### src/rtl/updown_counter_mod.sv
// rtl/updown_counter_mod.sv - parametrised up/down event counter with prescaler, load, tc and sticky ovf
module updown_counter_mod #(
  parameter int unsigned WIDTH    = 8,
  parameter int unsigned MAX_VAL  = 255,
  parameter int unsigned SATURATE = 0,
  parameter int unsigned PRESCALE = 1
) (
  input  logic             clk,
  input  logic             rst,
  input  logic             en,
  input  logic             up,
  input  logic             load,
  input  logic [WIDTH-1:0] load_val,
  input  logic             clr_ovf,
  output logic [WIDTH-1:0] count,
  output logic             tc,
  output logic             ovf
);

  localparam int unsigned     PW      = (PRESCALE > 1) ? $clog2(PRESCALE) : 1;
  localparam longint unsigned CAP     = (64'd1 << WIDTH) - 64'd1;
  localparam logic [WIDTH-1:0] MAX_W  = WIDTH'(MAX_VAL);
  localparam logic [PW-1:0]   PS_LAST = PW'(PRESCALE - 1);

  if (WIDTH < 1) begin : g_bad_width
    $error("updown_counter_mod: WIDTH must be >= 1");
  end
  if (64'(MAX_VAL) > CAP) begin : g_bad_max
    $error("updown_counter_mod: MAX_VAL exceeds 2**WIDTH-1");
  end
  if (PRESCALE == 0) begin : g_bad_prescale
    $error("updown_counter_mod: PRESCALE must be >= 1");
  end

  logic [WIDTH-1:0] count_q, count_d;
  logic [PW-1:0]    pre_q, pre_d;
  logic             tc_q, tc_d;
  logic             ovf_q, ovf_d;
  logic             at_bound;

  always_comb begin
    count_d  = count_q;
    pre_d    = pre_q;
    tc_d     = 1'b0;
    ovf_d    = ovf_q & ~clr_ovf;
    at_bound = up ? (count_q == MAX_W) : (count_q == '0);
    if (load) begin
      count_d = (load_val > MAX_W) ? MAX_W : load_val;
      pre_d   = '0;
    end else if (en) begin
      if (pre_q == PS_LAST) begin
        pre_d = '0;
        // Boundary step: set wins over a simultaneous clr_ovf.
        if (at_bound) begin
          tc_d  = 1'b1;
          ovf_d = 1'b1;
          if (SATURATE == 0) count_d = up ? '0 : MAX_W;
        end else begin
          count_d = up ? count_q + 1'b1 : count_q - 1'b1;
        end
      end else begin
        pre_d = pre_q + 1'b1;
      end
    end
  end

  always_ff @(posedge clk) begin
    if (!rst) begin
      count_q <= '0;
      pre_q   <= '0;
      tc_q    <= 1'b0;
      ovf_q   <= 1'b0;
    end else begin
      count_q <= count_d;
      pre_q   <= pre_d;
      tc_q    <= tc_d;
      ovf_q   <= ovf_d;
    end
  end

  assign count = count_q;
  assign tc    = tc_q;
  assign ovf   = ovf_q;

endmodule
### config.mk
export PLATFORM = sky130hd
export DESIGN_NAME = updown_counter_mod
export DESIGN_NICKNAME = d
export VERILOG_FILES = /design/src/rtl/updown_counter_mod.sv
export SDC_FILE = /design/constraint.sdc
export NUM_CORES = 1
export LEC_CHECK = 0
export ABC_AREA = 1
export CORE_MARGIN = 2
export CORE_UTILIZATION = 35
export DETAILED_ROUTE_END_ITERATION = 7
export HOLD_SLACK_MARGIN = 0.05
export PLACE_DENSITY_LB_ADDON = 0.15
export SLEW_MARGIN = 20
export SYNTH_ARGS = -nofsm -noshare
export SYNTH_HDL_FRONTEND = slang
export SYNTH_SLANG_ARGS = --single-unit
### constraint.sdc
create_clock -name clk -period 3.45 [get_ports clk]
set_input_delay 0.345 -clock clk [delete_from_list [all_inputs] [get_ports clk]]
set_output_delay 0.345 -clock clk [all_outputs]
set_load 0.02 [all_outputs]
==> summary.md <==
Buffers added to address setup during post-CTS repair amount to 0. The origin of the worst min-delay path was ovf. The starting DRC count in detailed routing was 22. Hold-critical path endpoint: ovf.

The fraction of final layout cells sized beyond drive strength 1 was 11.5%; the row count was 18. On the final layout, the worst hold slack is 0.487 ns. TritonCTS built the clock tree. Across the whole layout, storage elements account for 200 sq um. The synthesized design contains 0 enable-type register cells.

The critical path is of the in -> reg type. The count of cells along the worst register-to-register path came out at 10. The maximum clock frequency was 501 MHz.

Final count of negative-setup-slack endpoints: 0. The area growth from synthesis to final layout was 33.2%. Along the worst path, the maximum fanout reaches 7.

On the final layout, the worst clock skew is 0.000581 ns. The run gives 858 as the via count of the first global-routing pass. The path class of the lowest-slack min-delay path was reg -> reg. The worst setup path is launched from an input pin. The total CTS buffers is 3, and the worst vdd rail ir drop is 0.204 mV. The number of violations of the max-capacitance limit is 0, and the total nets after synthesis is 152. In the final timing run, aggregate negative setup slack is 0 ns. Worst-case register-to-register setup slack: 1.85 ns. The tools report the clock sink count as 10. Setup repair after global routing left no endpoint under its margin.

Area of the multi-input gates: 606 sq um. Number of top-level pins: 24. After detailed placement, the total cell area comes to 1140 sq um. The run gives 1 as the CTS H-tree depth.

Fraction of registers with async set/reset: 0%. The power per unit of standard cell area is 354 nW/um^2. The synthesized netlist occupies a cell area of 881 sq um. The clock-pin transition on the worst setup and hold timing paths works out to 0.07 ns.

Yosys printed 0 warnings. STA puts the critical path data arrival time at 2.21 ns. The post-layout minimum cycle time was 2.00 ns. The slowest stage of the critical path is the clkdlybuf4s50_1 cell. The transition time at the pin with the least slew margin is 0.367 ns. In this run the standard cell core region covers 2430 sq um.

The floorplan step defined a die boundary enclosing 2930 sq um. The first-pass GRT wire length is 3770 um, and the number of stages on the worst hold path is 2. After detailed routing, the average wire length per cell comes to 12.4 um. The number of antenna violations at the first check in global routing came out at 0.

The die outline height is 54.2 um, and the fraction of the yosys area taken by sequential cells is 22.7%. The hold violation count in the final report is 0. Synthesis handed over a netlist of 131 instances. The iteration count of the initial detailed-routing pass was 4; the horizontal die dimension was 54.2 um. The logs give 0.552 nW for the leakage power of the design and 18.1% for the global routing usage summed across all routing layers. After detailed routing, the number of remaining DRC violations is 0. The run gives 271 as the number of fillers in the final layout.

At the end of routability-driven placement, the weighted congestion stood at 0.884. The tools report the total number of vias as 930. For the quantity of gates resized following cts, the log shows 0.

In this run the critical register-to-register path is launched from count[5]. The count of nets after finishing was 179. The endpoint of the worst register-to-register path was count[7].

The tightest slew margin relative to the limit is 75.5%, and the antenna diode count is 0. The share of the cycle needed by the critical path after routing is 57.9%, and the maximum count of clock buffers along a single path is 2. The endpoint class of the critical path was a flip-flop.

The flow ran to the end, and the final reports show no timing, DRC or antenna violations. The tools report the number of hold buffers added after cts as 0. The post-route cell area was 1170 sq um. The mean instance size in the synthesized netlist is 6.72 sq um, and the number of vias per cell is 4.97. For the worst setup path, the data required time is 3.67 ns.

The critical path goes through clkdlybuf4s50_1 -> inv_1 -> ha_1 -> nand2_1 -> nand2_1 -> a21oi_2 -> nand2_1 -> nand2_1 -> nand3_1 -> nand2_1 -> nand2_1 -> a21oi_2. Once detailed placement completed, the half-perimeter wirelength came to 1850 um. In this design, the critical path's most frequently occurring cell is nand2_1. The tools report the largest net degree at the start of global routing as 10. In this run, synthesis produced a sequential element count of 10. The run gives 0 as the number of max-slew violations in the final report. The leading register cell type out of synthesis was dfxtp_1. The total global routing overflow was 0; the initial core utilization was 36.2%. Synthesis instantiated 29 different standard cells from the library.

Buffers placed on the I/O ports in this run total 23. Longest individual stage delay on the worst path: 0.54 ns. The total detailed-routing wirelength was 2310 um. The run gives 0.28 ns as the later-pin clock latency in the skew report. The tools report the library cell used as clock root buffer as clkbuf_4. In this run the remaining antenna-violating nets after routing total 0.
-- synthesized netlist by cell type (2+ instances only) --
library cell | n | share of area, %
a21oi_1 | 7 | 4.0
a21oi_2 | 2 | 2.0
a22oi_1 | 5 | 4.3
dfxtp_1 | 10 | 23
ha_1 | 6 | 8.5
inv_1 | 16 | 6.8
nand2_1 | 35 | 15
nand2_2 | 2 | 1.4
nand3_1 | 9 | 5.1
nand3_2 | 2 | 2.3
nand3b_1 | 2 | 1.7
nor2_1 | 15 | 6.4
nor2_2 | 3 | 2.1
o22ai_1 | 2 | 1.4
-- logic make-up after synthesis --
kind of cell | count (synthesis) | synth area share, %
AND/OR/NAND/NOR | 73 | 40.5
AO/OA/AOI/OAI | 21 | 15.5
buffers and inverters | 18 | 8.52
flip-flops | 10 | 22.7
adder cells (fa/ha/maj) | 7 | 10.8
XOR/XNOR | 2 | 1.99
-- routing by layer --
layer	routed length, um	GRT usage [%]	up-vias	share of wire, %
met5	0	0	-	0
met4	51	10.0	0	2.2
met3	66	1.94	5	2.9
met2	1100	28.7	15	48
met1	1100	23.6	423	47
li1	-	-	487	-
-- cell type report --
type	instances	area share (%)
inverters	17	5.44
clock buffers	4	3.09
multi-input cells	103	51.6
repair buffers	23	19.6
well taps	30	3.20
flip-flops and latches	10	17.1
-- report_power, final --
part | switching (mW) | internal [mW]
Combinational | 0.0894 | 0.0766
Sequential | 0.0165 | 0.124
Clock | 0.0444 | 0.0643
-- critical path, delay by kind of cell --
| family | cells | cell delay [ns] |
|---|---|---|
| AND/OR/NAND/NOR | 7 | 0.48 |
| AO/OA/AOI/OAI | 2 | 0.26 |
| buffers and inverters | 2 | 0.72 |
| adder cells (fa/ha/maj) | 1 | 0.40 |
-- cells in the final DEF, fill, tap and decap left out, types with 2 or more instances in the layout --
master           instances
a21oi_1                  7
a21oi_2                  2
a22oi_1                  5
clkbuf_4                 3
clkdlybuf4s50_1         23
dfxtp_1                 10
ha_1                     6
inv_1                   16
nand2_1                 35
nand2_2                  2
nand3_1                  9
nand3_2                  2
nand3b_1                 2
nor2_1                  15
nor2_2                   3
o22ai_1                  2
-- state kept, by name (all words and copies together) (netlist names) --
register  count
count         8
ovf           1
tc            1
-- worst max-delay path by stage --
stage | start | depth (start not counted) | slack [ns] | end
6_report | up | 12 | 1.45 | count[7]
5_1_grt | up | 12 | 1.28 | count[7]
4_1_cts | up | 12 | 1.45 | count[7]
3_5_place_dp | up | 12 | 1.16 | count[7]
3_3_place_gp | up | 12 | 1.20 | count[7]
2_1_floorplan | up | 10 | 1.89 | count[7]
-- metrics by stage --
| stage | worst slack (ns) | instances | utilization (%) | power (mW) |
|---|---|---|---|---|
| after CTS | 1.45 | 187 | 48.3 | 0.419 |
| after detailed placement | 1.16 | 183 | 46.8 | 0.309 |
| final | 1.45 | 187 | 48.3 | 0.416 |
| after floorplan | 1.89 | 131 | - | 0.252 |
| after global routing | 1.28 | 187 | 48.3 | 0.444 |
| after global placement | 1.20 | 183 | 46.8 | 0.308 |
Note: power is estimated with default switching activity, not from simulation.
